--- src/rtl/hbmc_rx_word_aligner_if.sv ---
// hbmc_rx_word_aligner_if: output word stream of the RX word aligner.
//   o_data   {rising-edge byte, falling-edge byte} at the FIFO head
//   o_valid  FIFO head valid
//   o_ready  consumer accepts the head when o_valid && o_ready
// master = aligner (drives data/valid), slave = consumer (drives ready).
interface hbmc_rx_word_aligner_if #(
    parameter int unsigned NUM_LANES = 8
);
    logic [2*NUM_LANES-1:0] o_data;
    logic                   o_valid;
    logic                   o_ready;

    modport master (output o_data, output o_valid, input o_ready);
    modport slave  (input o_data, input o_valid, output o_ready);
endinterface

--- src/rtl/hbmc_rx_word_aligner.sv ---
// hbmc_rx_word_aligner: RWDS-qualified read-data recovery after the ISERDES.
// Registers one SERDES word per cycle, scans RWDS samples oldest to newest,
// pairs a rising-edge DQ byte with the following falling-edge DQ byte and
// pushes the 2*NUM_LANES-bit word into a first-word-fall-through FIFO.
// Ports:
//   clk, arst      divided SERDES clock; async active-high reset
//   rx_en          capture window; low clears edge state one cycle later
//   dq_q           lane l at [l*SERDES_WIDTH +: SERDES_WIDTH], bit SW-1 oldest
//   rwds_q         RWDS samples, same ordering as dq_q
//   out_if         o_data/o_valid/o_ready output stream (master side)
//   overflow       sticky, word dropped on a full FIFO
//   edge_err       sticky, more than two RWDS edges in one input word
//   word_count     pushed-word counter, present only with HBMC_RX_WORD_COUNT_EN
// Optional feature macro: HBMC_RX_WORD_COUNT_EN.
module hbmc_rx_word_aligner #(
    parameter int unsigned NUM_LANES      = 8,
    parameter int unsigned SERDES_WIDTH   = 6,
    parameter int unsigned INVALID_CYCLES = 2,
    parameter int unsigned FIFO_DEPTH     = 8
) (
    input  logic                               clk,
    input  logic                               arst,
    input  logic                               rx_en,
    input  logic [NUM_LANES*SERDES_WIDTH-1:0]  dq_q,
    input  logic [SERDES_WIDTH-1:0]            rwds_q,
    hbmc_rx_word_aligner_if.master             out_if,
    output logic                               overflow,
    output logic                               edge_err,
    output logic [15:0]                        word_count
);
    localparam int unsigned DQ_W   = NUM_LANES * SERDES_WIDTH;
    localparam int unsigned WORD_W = 2 * NUM_LANES;
    localparam int unsigned AW     = $clog2(FIFO_DEPTH);
    localparam int unsigned CW     = AW + 1;
    localparam int unsigned KW     = $clog2(SERDES_WIDTH);
    localparam int unsigned RW     = $clog2(SERDES_WIDTH + 1);
    localparam int unsigned INV_W  = (INVALID_CYCLES > 0) ? INVALID_CYCLES : 1;

    // Post-reset invalidation window
    logic inv_active;
    if (INVALID_CYCLES > 0) begin : g_inv
        logic [INV_W-1:0] inv_sr;
        always_ff @(posedge clk or posedge arst) begin
            if (arst) inv_sr <= '1;
            else      inv_sr <= inv_sr >> 1;
        end
        assign inv_active = |inv_sr;
    end else begin : g_no_inv
        assign inv_active = 1'b0;
    end

    // Stage 1: input capture
    logic [DQ_W-1:0]         dq_s1;
    logic [SERDES_WIDTH-1:0] rwds_s1;
    logic                    en_s1;
    always_ff @(posedge clk or posedge arst) begin
        if (arst) begin
            dq_s1   <= '0;
            rwds_s1 <= '0;
            en_s1   <= 1'b0;
        end else begin
            en_s1 <= rx_en;
            if (inv_active) begin
                dq_s1   <= '0;
                rwds_s1 <= '0;
            end else begin
                dq_s1   <= dq_q;
                rwds_s1 <= rwds_q;
            end
        end
    end

    // Per-sample DQ byte: dq_by_k[k][l] = lane l, sample k
    logic [NUM_LANES-1:0] dq_by_k [SERDES_WIDTH];
    for (genvar k = 0; k < SERDES_WIDTH; k++) begin : g_k
        for (genvar l = 0; l < NUM_LANES; l++) begin : g_l
            assign dq_by_k[k][l] = dq_s1[l*SERDES_WIDTH + k];
        end
    end

    // Stage 2: edge scan, oldest sample first; only the first two edges act
    logic                  prev_rwds, pending, pend_nxt;
    logic [NUM_LANES-1:0]  hi_byte, hi_nxt, samp;
    logic [SERDES_WIDTH:0] rwds_ext;
    logic [1:0]            edge_cnt;
    logic                  push_c, err_c;
    logic [WORD_W-1:0]     push_data;
    always_comb begin
        hi_nxt    = hi_byte;
        pend_nxt  = pending;
        push_c    = 1'b0;
        push_data = '0;
        err_c     = 1'b0;
        edge_cnt  = '0;
        samp      = '0;
        rwds_ext  = {prev_rwds, rwds_s1};
        if (en_s1) begin
            for (int k = int'(SERDES_WIDTH) - 1; k >= 0; k--) begin
                samp = dq_by_k[KW'(k)];
                if (rwds_ext[RW'(k)] != rwds_ext[RW'(k + 1)]) begin
                    if (edge_cnt == 2'd2) begin
                        err_c = 1'b1;
                    end else begin
                        edge_cnt = edge_cnt + 2'd1;
                        if (rwds_ext[RW'(k)]) begin
                            hi_nxt   = samp;
                            pend_nxt = 1'b1;
                        end else if (pend_nxt) begin
                            push_c    = 1'b1;
                            push_data = {hi_nxt, samp};
                            pend_nxt  = 1'b0;
                        end
                    end
                end
            end
        end else begin
            pend_nxt = 1'b0;
        end
    end

    always_ff @(posedge clk or posedge arst) begin
        if (arst) begin
            prev_rwds <= 1'b0;
            pending   <= 1'b0;
            hi_byte   <= '0;
        end else begin
            prev_rwds <= en_s1 ? rwds_s1[0] : 1'b0;
            pending   <= pend_nxt;
            hi_byte   <= hi_nxt;
        end
    end

    // FIFO with registered head; o_valid mirrors count != 0
    logic [WORD_W-1:0] mem [FIFO_DEPTH];
    logic [AW-1:0]     wr_ptr, rd_ptr, rd_nxt;
    logic [CW-1:0]     count, count_nxt;
    logic              o_valid_q, pop, full, push_ok, en_rise;
    logic [WORD_W-1:0] o_data_q;

    assign pop       = o_valid_q & out_if.o_ready;
    assign full      = (count == CW'(FIFO_DEPTH));
    assign push_ok   = push_c & (~full | pop);
    assign count_nxt = count + CW'(push_ok) - CW'(pop);
    assign rd_nxt    = rd_ptr + AW'(pop);
    assign en_rise   = rx_en & ~en_s1;

    always_ff @(posedge clk) begin
        if (push_ok) mem[wr_ptr] <= push_data;
    end

    always_ff @(posedge clk or posedge arst) begin
        if (arst) begin
            wr_ptr    <= '0;
            rd_ptr    <= '0;
            count     <= '0;
            o_valid_q <= 1'b0;
            o_data_q  <= '0;
        end else begin
            wr_ptr    <= wr_ptr + AW'(push_ok);
            rd_ptr    <= rd_nxt;
            count     <= count_nxt;
            o_valid_q <= (count_nxt != '0);
            // A word pushed into an otherwise-empty FIFO bypasses the array
            if (count_nxt != '0)
                o_data_q <= ((count - CW'(pop)) == '0) ? push_data : mem[rd_nxt];
        end
    end

    assign out_if.o_data  = o_data_q;
    assign out_if.o_valid = o_valid_q;

    // Sticky flags, cleared when the capture window reopens
    always_ff @(posedge clk or posedge arst) begin
        if (arst) begin
            overflow <= 1'b0;
            edge_err <= 1'b0;
        end else begin
            if (en_rise)                   overflow <= 1'b0;
            else if (push_c & full & ~pop) overflow <= 1'b1;
            if (en_rise)                   edge_err <= 1'b0;
            else if (err_c)                edge_err <= 1'b1;
        end
    end

`ifdef HBMC_RX_WORD_COUNT_EN
    // Saturating count of accepted pushes
    always_ff @(posedge clk or posedge arst) begin
        if (arst)                                   word_count <= 16'h0000;
        else if (push_ok && word_count != 16'hFFFF) word_count <= word_count + 16'd1;
    end
`else
    assign word_count = 16'h0000;
`endif
endmodule

--- src/flat_wrapper.sv ---
// flat-port wrapper written by rule: the top's interface ports become plain ports
module hbmc_rx_word_aligner_flat 
#(
    parameter int unsigned NUM_LANES      = 8,
    parameter int unsigned SERDES_WIDTH   = 6,
    parameter int unsigned INVALID_CYCLES = 2,
    parameter int unsigned FIFO_DEPTH     = 8
)
  (clk, arst, rx_en, dq_q, rwds_q, overflow, edge_err, word_count, out_if_o_data, out_if_o_valid, out_if_o_ready);
  hbmc_rx_word_aligner_if #(.NUM_LANES(NUM_LANES)) out_if_i ();
  input  logic clk;
  input  logic arst;
  input  logic rx_en;
  input  logic [NUM_LANES*SERDES_WIDTH-1:0] dq_q;
  input  logic [SERDES_WIDTH-1:0] rwds_q;
  output logic overflow;
  output logic edge_err;
  output logic [15:0] word_count;
  output wire logic [$bits(out_if_i.o_data)-1:0] out_if_o_data;
  output wire logic [$bits(out_if_i.o_valid)-1:0] out_if_o_valid;
  input wire logic [$bits(out_if_i.o_ready)-1:0] out_if_o_ready;
  assign out_if_o_data = out_if_i.o_data;
  assign out_if_o_valid = out_if_i.o_valid;
  assign out_if_i.o_ready = out_if_o_ready;
  hbmc_rx_word_aligner #(.NUM_LANES(NUM_LANES), .SERDES_WIDTH(SERDES_WIDTH), .INVALID_CYCLES(INVALID_CYCLES), .FIFO_DEPTH(FIFO_DEPTH)) u_core (.clk(clk), .arst(arst), .rx_en(rx_en), .dq_q(dq_q), .rwds_q(rwds_q), .out_if(out_if_i), .overflow(overflow), .edge_err(edge_err), .word_count(word_count));
endmodule
--- config.mk ---
export PLATFORM = sky130hd
export DESIGN_NAME = hbmc_rx_word_aligner_flat
export DESIGN_NICKNAME = d
export VERILOG_FILES = /design/src/rtl/hbmc_rx_word_aligner_if.sv /design/src/rtl/hbmc_rx_word_aligner.sv /design/src/flat_wrapper.sv
export SDC_FILE = /design/constraint.sdc
export NUM_CORES = 1
export LEC_CHECK = 0
export CORE_AREA = 2 2 121 123
export DETAILED_ROUTE_END_ITERATION = 7
export DIE_AREA = 0 0 123 125
export PLACE_DENSITY = 0.82
export SLEW_MARGIN = 25
export SYNTH_ARGS = -nofsm -noshare
export SYNTH_HDL_FRONTEND = slang
export SYNTH_SLANG_ARGS = --single-unit
--- constraint.sdc ---
create_clock -name clk -period 8.2 [get_ports clk]
set_clock_uncertainty 0.05 [all_clocks]
set_input_delay 1.64 -clock clk [delete_from_list [all_inputs] [get_ports clk]]
set_output_delay 1.64 -clock clk [all_outputs]
set_load 0.01 [all_outputs]
Word-level counts from Yosys, hierarchy flattened
Memory sizes are Yosys's and may differ from the RTL's.
Cells that the tools add are included.
Cells by class
  add/sub/neg operators: 5
  equal/unequal tests: 4
  muxes and demuxes: 46
  bitwise logic cells: 9
  reduce and logical (&&, ||, !) cells: 5
Operators by type and width (count)
  2-to-1 mux 16 bit: 11
  2-to-1 mux 8 bit: 6
  2-to-1 mux 45 bit: 1
  2-to-1 mux 1 bit: 27
  subtractor 4 x 1 -> 4 bit: 2
  adder 3 x 1 -> 3 bit: 2
  bitwise AND 1 bit: 5
  adder 4 x 1 -> 4 bit: 1
  == test 4 bit, second input constant: 1
  zero test 4 bit: 1
  2-to-1 mux 4 bit: 1
  nonzero test 2 bit: 2
  nonzero test 4 bit: 1
  != test 1 bit: 3
  inverter 1 bit: 3
  OR reduction 2 bit: 1
  OR 1 bit: 1
Word-level totals
  register bits after elaboration: 90
  RAM bits: 128
  output and inout bits: 35
  logic and storage cells: 83
  memories: 1
Memory list
  u_core.mem: depth 8, width 16, read ports 1, clocked after Yosys merged registers in 0, write ports 1, line hbmc_rx_word_aligner.sv:134  | logic [WORD_W-1:0] mem [FIFO_DEPTH];

Longest topological paths before layout
Gate-level depths: netlist of run 1.
  word-level depth: 15
  depth in mapped cells: 12

Worst setup path after synthesis of run 1
OpenSTA, ideal clock, no wires.
  path type: in2reg
  from: in out_if_o_ready
  to: reg u_core.o_data_q[15], in the netlist u_core.out_if.o_data[15]
  data arrival time: 3.684 ns
  path slack: 4.338 ns
  cell stages on the path: 10
  path through: nand2_2 or2_4 nand2_1 ha_1 fa_1 or4_1 buf_6 buf_6 nor2_1 a31oi_2
On the way
  word-level cells in the longest chain between the ends: 6
  elaborated cells between the ends (all ways): 11
  those cells by class: add/sub: 4; mux: 1; bitwise: 3; reduce/logical: 2; memory: 1
RTL lines
  from (decl): line flat_wrapper.sv:21  | input wire logic [$bits(out_if_i.o_ready)-1:0] out_if_o_ready;
  bitwise AND 1 bit *: line hbmc_rx_word_aligner.sv:140  | assign pop = o_valid_q & out_if.o_ready;
  OR 1 bit: line hbmc_rx_word_aligner.sv:142  | assign push_ok = push_c & (~full | pop);
  bitwise AND 1 bit: line hbmc_rx_word_aligner.sv:142
  adder 4 x 1 -> 4 bit: line hbmc_rx_word_aligner.sv:143  | assign count_nxt = count + CW'(push_ok) - CW'(pop);
  subtractor 4 x 1 -> 4 bit *: line hbmc_rx_word_aligner.sv:143
  named net u_core.count_nxt[1]: line hbmc_rx_word_aligner.sv:136  | logic [CW-1:0] count, count_nxt;
  nonzero test 4 bit *: line hbmc_rx_word_aligner.sv:164  | if (count_nxt != '0)
  to (signal assigned): line hbmc_rx_word_aligner.sv:165  | o_data_q <= ((count - CW'(pop)) == '0) ? push_data : mem[rd_nxt];
  to (decl): line hbmc_rx_word_aligner.sv:138  | logic [WORD_W-1:0] o_data_q;
The timed path passes the listed nets; every way through them passes the cells marked *.
A chain may end at the register's enable or synchronous reset.

Worst setup path after layout of run 1
  from: in out_if_o_ready
  to: reg u_core.o_data_q[12], in the netlist u_core.out_if.o_data[12]
On the way
  word-level cells in the longest chain between the ends: 6
  elaborated cells between the ends (all ways): 11
  those cells by class: add/sub: 4; mux: 1; bitwise: 3; reduce/logical: 2; memory: 1
RTL lines (line)
  bitwise AND 1 bit *: hbmc_rx_word_aligner.sv:140
  OR 1 bit: hbmc_rx_word_aligner.sv:142
  bitwise AND 1 bit: hbmc_rx_word_aligner.sv:142
  adder 4 x 1 -> 4 bit: hbmc_rx_word_aligner.sv:143
  subtractor 4 x 1 -> 4 bit: hbmc_rx_word_aligner.sv:143
  nonzero test 4 bit: hbmc_rx_word_aligner.sv:164
Every way passes the cells marked *; elsewhere a longest branch is shown, timed or not.

==> results of run 1 <==
## flip-flops by register name (all words and copies together), names as in the netlist, 2 cells and up
name,cells
u_core.rd_ptr,3
u_core.hi_byte,8
u_core.rwds_s1,4
u_core.dq_s1,24
u_core.count,4
u_core.wr_ptr,3
u_core.g_inv.inv_sr,2
u_core.out_if.o_data,16
u_core.mem,128
## cell type report
class                           count  area, um2
Clock buffer                       19      432.9
Inverter                            9      33.78
Clock inverter                     13      180.2
Multi-Input combinational cell    437       2567
Fill cell                         989       4591
Sequential cell                   197       5574
Timing Repair Buffer               59      591.8
Antenna cell                        1      2.502
Tap cell                          184      230.2
## power groups by stage
stage | clock network, W | registers [W] | logic, W
6_report | 0.000857 | 0.00137 | 0.00118
5_1_grt | 0.000905 | 0.00138 | 0.00129
2_1_floorplan | 0 | 0.00137 | 0.000834
4_1_cts | 0.000864 | 0.00136 | 0.00117
3_5_place_dp | 0 | 0.00138 | 0.00116
3_3_place_gp | 0 | 0.00137 | 0.00111
## per-stage QoR
stage          cell area, um2  std cells  hold slack, ns
6_report                 9613        919          0.3264
5_1_grt                  9610        918          0.3308
4_1_cts                  9559        917          0.3193
3_5_place_dp             8946        885          0.3092
3_3_place_gp             8935        884          0.3063
2_1_floorplan            8471        699          0.3041
## routing by layer
layer	wire length, um	vias to the layer above	GRT usage (%)
met5	0	-	0
met4	450	0	10.83
met3	1495	43	5.338
met2	8645	274	36.82
met1	6870	2619	31.76
li1	-	2477	-
## layout by cell type (no fill, tap or decap), types with 3 or more instances in the layout
cell and n:
a32oi_1 16, nand2_1 126, ha_1 9, o21ai_1 4
clkdlybuf4s50_1 50, nand3_1 41, nand2b_1 3, edfxtp_1 128
mux2i_1 26, and2_1 37, buf_4 7, nor2_1 30
clkbuf_16 17, conb_1 17, a31oi_1 17, clkinv_1 3
dfrtp_1 66, nor2_4 4, a21oi_1 26, nor2_2 4
bufinv_16 4, nand4_1 16, mux2_2 7, a22o_1 7
nor2b_1 4, o21ai_0 18, xor2_1 3, inv_1 7
## worst min-delay path by stage
| stage | start | endpoint | slack [ns] | cells after the start |
|---|---|---|---|---|
| 4_1_cts | u_core.g_inv.inv_sr[1] | u_core.g_inv.inv_sr[0] | 0.32 | 0 |
| 5_1_grt | u_core.g_inv.inv_sr[1] | u_core.g_inv.inv_sr[0] | 0.33 | 0 |
| 3_5_place_dp | u_core.g_inv.inv_sr[1] | u_core.g_inv.inv_sr[0] | 0.31 | 0 |
| 6_report | u_core.g_inv.inv_sr[1] | u_core.g_inv.inv_sr[0] | 0.33 | 0 |
| 3_3_place_gp | u_core.g_inv.inv_sr[1] | u_core.g_inv.inv_sr[0] | 0.31 | 0 |
| 2_1_floorplan | u_core.g_inv.inv_sr[1] | u_core.g_inv.inv_sr[0] | 0.30 | 0 |
## cells by family after synthesis
| logic type | count (synthesis) |
|---|---|
| AO/OA/AOI/OAI | 96 |
| XOR/XNOR | 6 |
| adder cells (fa/ha/maj) | 10 |
| buffers and inverters | 65 |
| flip-flops | 197 |
| multiplexers | 33 |
| other | 1 |
| AND/OR/NAND/NOR | 275 |
## critical path, cell delays in order
cell	delay, ns
clkdlybuf4s50_1	0.51
nand2_2	0.18
xor2_4	0.16
buf_4	0.64
clkinv_1	0.71
buf_4	0.46
nand2_1	0.12
a32oi_1	0.10
nand4_1	0.16
a31oi_1	0.10
==> flow_metrics.env, run 1 <==
export IMPL_hold_viol_final=0
export IMPL_yosysMostFrequentCell="edfxtp_1"
export IMPL_first_iter_violations=698
export IMPL_ir_worst_vdd_mv=0.1994
export IMPL_grt_pass1_vias=5262
export IMPL_wl_um=17460
export IMPL_grt_first_pass_wirelength_um=26900
export IMPL_area_delta_synth_final_pct=14.30
export IMPL_sw_frac_of_total_pct=34.68
export IMPL_grt_ovfl_total=0
export IMPL_max_slew_margin_pct=30.40
export IMPL_die_h_um=125
export IMPL_arrival_ns=4.84
export IMPL_ant_nets=0
export IMPL_yosysWarnings=0
export IMPL_max_freq_mhz=217.3
export IMPL_worst_r2r_startpoint="u_core.en_s1"
export IMPL_final_nets=789
export IMPL_synth_xor_area_share_pct=0.6248
export IMPL_final_layout_size_suffix_gt1_share_pct=8.856
export IMPL_setup_tns_ns=0
export IMPL_wire_per_inst_um=19.00
export IMPL_p_per_area_mw_per_mm2=353.9
export IMPL_p_total_w=0.003402
export IMPL_max_cap_violations=0
export IMPL_clock_root_buffer="clkbuf_16"
export IMPL_p_comb_share_pct=34.7
export IMPL_start_util_pct=59.21
export IMPL_synth_simple_gate_area_share_pct=15.26
export IMPL_avgViaCountPerCell=5.890
export IMPL_status="finished, final reports clean"
export IMPL_hold_buffers=0
export IMPL_ys_seq_area_share_pct=66.26
export IMPL_synth_top_family_by_area="simple AND/OR/NAND/NOR gates"
export IMPL_synth_area_mm2=0.008411
export IMPL_gp_congestion=0.8511
export IMPL_pre_cts_slack_ns=3.197
export IMPL_fin_ws_ns=3.598
export IMPL_yosys_top_cells_area="edfxtp_1 (46%), dfrtp_1 (20%), nand2_1 (5.6%), mux2i_1 (3.1%), and2_1 (2.8%)"
export IMPL_port_buffers=50
export IMPL_r2r_end="u_core.out_if.o_data[4]"
export IMPL_synth_edf_count=128
export IMPL_leakage_nw=3.681
export IMPL_crit_path_end_kind="flip-flop"
export IMPL_worstPathRequired_ns=8.44
export IMPL_rsz0062_at_grt="no"
export IMPL_dieWidth_um=123
export IMPL_start_kind="primary input"
export IMPL_setup_viol=0
export IMPL_synth_area_per_cell_um2=12.31
export IMPL_ff2ff_path_depth=8
export IMPL_fp_row_count=44
export IMPL_power_switching_w=0.001180
export IMPL_cts_max_path_buffers=2
export IMPL_grt_antenna_before_repair=1
export IMPL_p_clk_share_pct=25.2
export IMPL_vias=5413
export IMPL_power_frac_seq_pct=40.1
export IMPL_ys_ff_latch=197
export IMPL_netlist_top_cells_count="edfxtp_1 (128), nand2_1 (126), dfrtp_1 (67), nand3_1 (41)"
export IMPL_crit_end="u_core.out_if.o_data[12]"
export IMPL_crit_start="out_if_o_ready"
export IMPL_final_util_pct=67.68
export IMPL_period_share_pct=56.12
export IMPL_clock_latency_ns=0.43
export IMPL_cts_setup_buffers=0
export IMPL_internal_power_w=0.002222
export IMPL_ff2ff_setup_slack_ns=4.79
export IMPL_synthArstFlopShare_pct=35.03
export IMPL_crit_type="primary input to flip-flop"
export IMPL_synth_compound_area_share_pct=7.334
export IMPL_cts_tree="built"
export IMPL_htreeDepth=4
export IMPL_coreArea_mm2=0.01420
export IMPL_fin_crit_ns=4.602
export IMPL_drtPass1Iterations=5
export IMPL_synthAdderAreaFrac_pct=1.577
export IMPL_grt_usage_pct=23.59
export IMPL_dp_hpwl_um=10600
export IMPL_clock_sinks=197
export IMPL_netlist_instances=683
export IMPL_crit_fanout=65
export IMPL_cts_resized_gates=0
export IMPL_pin_count=93
export IMPL_grt_max_degree=70
export IMPL_worst_pin_slew_ns=1.043
export IMPL_synthMuxAreaShare_pct=4.032
export IMPL_slew_viol_final=0
export IMPL_cts_made_buffers=17
export IMPL_drc_errors=0
export IMPL_synth_top_area_cell="edfxtp_1"
export IMPL_synth_cell_types=50
export IMPL_cts_reportedPaths_clkPinSlew_ns=0.07
export IMPL_synthFlopType="edfxtp_1"
export IMPL_fp_dieArea_mm2=0.01538
export IMPL_synth_top_area_share_pct=45.70
export IMPL_hold_path_class="flip-flop to flip-flop"
Note: power is estimated with default switching activity, not from simulation.
==> run 2: changes to the inputs <==
--- a/config.mk
+++ b/config.mk
@@ -5,10 +5,10 @@
 export SDC_FILE = /design/constraint.sdc
 export NUM_CORES = 1
 export LEC_CHECK = 0
-export CORE_AREA = 2 2 121 123
+export CORE_AREA = 2 2 132 134
 export DETAILED_ROUTE_END_ITERATION = 7
-export DIE_AREA = 0 0 123 125
-export PLACE_DENSITY = 0.82
+export DIE_AREA = 0 0 134 136
+export PLACE_DENSITY = 0.73
 export SLEW_MARGIN = 25
 export SYNTH_ARGS = -nofsm -noshare
 export SYNTH_HDL_FRONTEND = slang
==> constraint.sdc (replaced) <==
create_clock -name clk -period 3.75 [get_ports clk]
set_clock_uncertainty 0.05 [all_clocks]
set_input_delay 0.75 -clock clk [delete_from_list [all_inputs] [get_ports clk]]
set_output_delay 0.75 -clock clk [all_outputs]
set_load 0.01 [all_outputs]
==> run 2 against run 1 <==
Sequential power increased by 120%. Flip-flop and latch count unchanged. First-iteration DRC count decreased by 27%. Power increased by 120%. Highest routed layer unchanged. Worst hold slack got worse by 0.0044 ns.
==> flow_metrics.env, run 2 (synthesized netlist as in run 1, its figures left out) <==
export IMPL_max_slew_margin_pct=38.63
export IMPL_crit_start="out_if_o_ready"
export IMPL_antenna_diode_count=0
export IMPL_regMostFlops="u_core.mem"
export IMPL_grt_pass1_vias=5332
export IMPL_ant_nets=0
export IMPL_start_kind="primary input"
export IMPL_final_util_pct=57.46
export IMPL_clock_latency_ns=0.43
export IMPL_cp_top_family="simple AND/OR/NAND/NOR gates"
export IMPL_fillers=1353
export IMPL_gp_congestion=0.8565
export IMPL_cts_reportedPaths_clkPinSlew_ns=0.06
export IMPL_hold_buffers=0
export IMPL_layout_commonest_cell="edfxtp_1"
export IMPL_grt_usage_pct=20.92
export IMPL_grt_met2_usage_pct=34.19
export IMPL_path_cells="clkdlybuf4s50_1 -> nand2_2 -> or2_4 -> nand2_1 -> ha_1 -> fa_1 -> or4_1 -> buf_12 -> nor2_1 -> a31oi_2"
export IMPL_area_delta_synth_final_pct=15.29
export IMPL_port_buffers=50
export IMPL_dp_hpwl_um=11070
export IMPL_cts_made_buffers=17
export IMPL_cts_tree="built"
export IMPL_worst_path_buf_inv=2
export IMPL_final_nets=803
export IMPL_dieWidth_um=134
export IMPL_worstPathRequired_ns=4.01
export IMPL_avgViaCountPerCell=5.525
export IMPL_mostFrequentLayoutCells="edfxtp_1 (128), nand2_1 (126), dfrtp_1 (67)"
export IMPL_drtPass1Iterations=5
export IMPL_fin_crit_ns=3.250
export IMPL_setup_tns_ns=0
export IMPL_worst_pin_slew_ns=0.9206
export IMPL_worst_r2r_startpoint="u_core.rwds_s1[3]"
export IMPL_htreeDepth=4
export IMPL_arrival_ns=3.51
export IMPL_max_cap_violations=0
export IMPL_start_util_pct=49.84
export IMPL_status="finished, final reports clean"
export IMPL_vias=5376
export IMPL_crit_slowest_cell="or4_1"
export IMPL_met3_usage_pct=3.878
export IMPL_finalHoldWorstSlack_ns=0.3219
export IMPL_p_per_area_mw_per_mm2=764.6
export IMPL_crit_type="primary input to flip-flop"
export IMPL_rsz0062_at_grt="no"
export IMPL_slew_viol_final=0
export IMPL_final_layout_size_suffix_gt1_share_pct=9.893
export IMPL_clock_root_buffer="clkbuf_16"
export IMPL_first_iter_violations=508
export IMPL_dpl_instance_area_mm2=0.009104
export IMPL_crit_fanout=33
export IMPL_fp_dieArea_mm2=0.01822
export IMPL_placed_cells_incl_taps=941
export IMPL_wire_per_inst_um=18.29
export IMPL_pin_count=93
export IMPL_cp_slowest_stage_delay_ns=0.61
export IMPL_cts_resized_gates=0
export IMPL_cts_max_path_buffers=2
export IMPL_ir_worst_vdd_mv=0.4699
export IMPL_wl_um=17800
export IMPL_leakage_nw=3.733
export IMPL_setup_viol=0
export IMPL_period_share_pct=86.68
export IMPL_clock_sinks=197
export IMPL_use_met1_pct=28.20
export IMPL_grt_first_pass_wirelength_um=28520
export IMPL_die_h_um=136
export IMPL_hold_viol_final=0
export IMPL_grt_antenna_before_repair=0
export IMPL_cts_setup_buffers=0
export IMPL_coreArea_mm2=0.01688
export IMPL_fp_row_count=48
export IMPL_largest_reg_flops=128
export IMPL_grt_max_degree=50
export IMPL_max_freq_mhz=307.7
export IMPL_crit_path_end_kind="flip-flop"
export IMPL_fin_area_mm2=0.009697
export IMPL_grt_ovfl_total=0
export IMPL_hold_path_class="flip-flop to flip-flop"
export IMPL_busiest_layer="met2"
export IMPL_min_from="u_core.g_inv.inv_sr[1]"
export IMPL_stdcell_count=973
export IMPL_drc_errors=0
## run 2: cell types whose count changed in the layout (fill, tap and decap cells not counted), moves of 2 or more
cell	delta
clkinv_1	-2
nor3_4	-2
inv_6	-2
clkinvlp_4	+3
nor2_1	+6
nor2_4	-4
buf_4	+14
nor3_2	+2
nor2_2	-2
buf_12	+2
## run 2: metal layers
layer	part of all wire (%)	wire [um]	up-vias
met5	0	0	-
met4	1.6	277	0
met3	7.0	1245	24
met2	49	8733	225
met1	42	7539	2620
li1	-	-	2507
## run 2: final cells by class
cell class                      count  area (um2)  area share (%)
Clock buffer                       18       429.2           4.426
Clock inverter                     14       161.4           1.665
Inverter                            9       33.78          0.3484
Multi-Input combinational cell    437        2520           25.99
Sequential cell                   197        5573           57.47
Tap cell                          225       281.5           2.903
Timing Repair Buffer               73       698.2           7.200
## run 2: through the flow
stage	power [W]	setup slack, ns
finish	0.007414	0.4996
global route	0.007842	0.3786
CTS	0.007459	0.5174
detailed placement	0.005668	0.06527
global placement	0.005515	0.1801
floorplan	0.004816	0.7778
## run 2: worst paths after layout
kind                                       endpoint  slack (ns)  cells after the start
setup / recovery           u_core.out_if.o_data[15]        0.50                     10
max in group asynchronous    u_core.g_inv.inv_sr[0]        2.22                      3
min in group asynchronous           u_core.edge_err        0.71                      2
setup reg to reg            u_core.out_if.o_data[3]        0.90                      6
hold reg to reg              u_core.g_inv.inv_sr[0]        0.32                      0
hold / removal               u_core.g_inv.inv_sr[0]        0.32                      0
## run 2: where the power goes
group | switching [W] | total (W) | internal, W
Clock | 0.000759 | 0.00180 | 0.00104
Sequential | 0.000195 | 0.00297 | 0.00277
Combinational | 0.00161 | 0.00265 | 0.00103
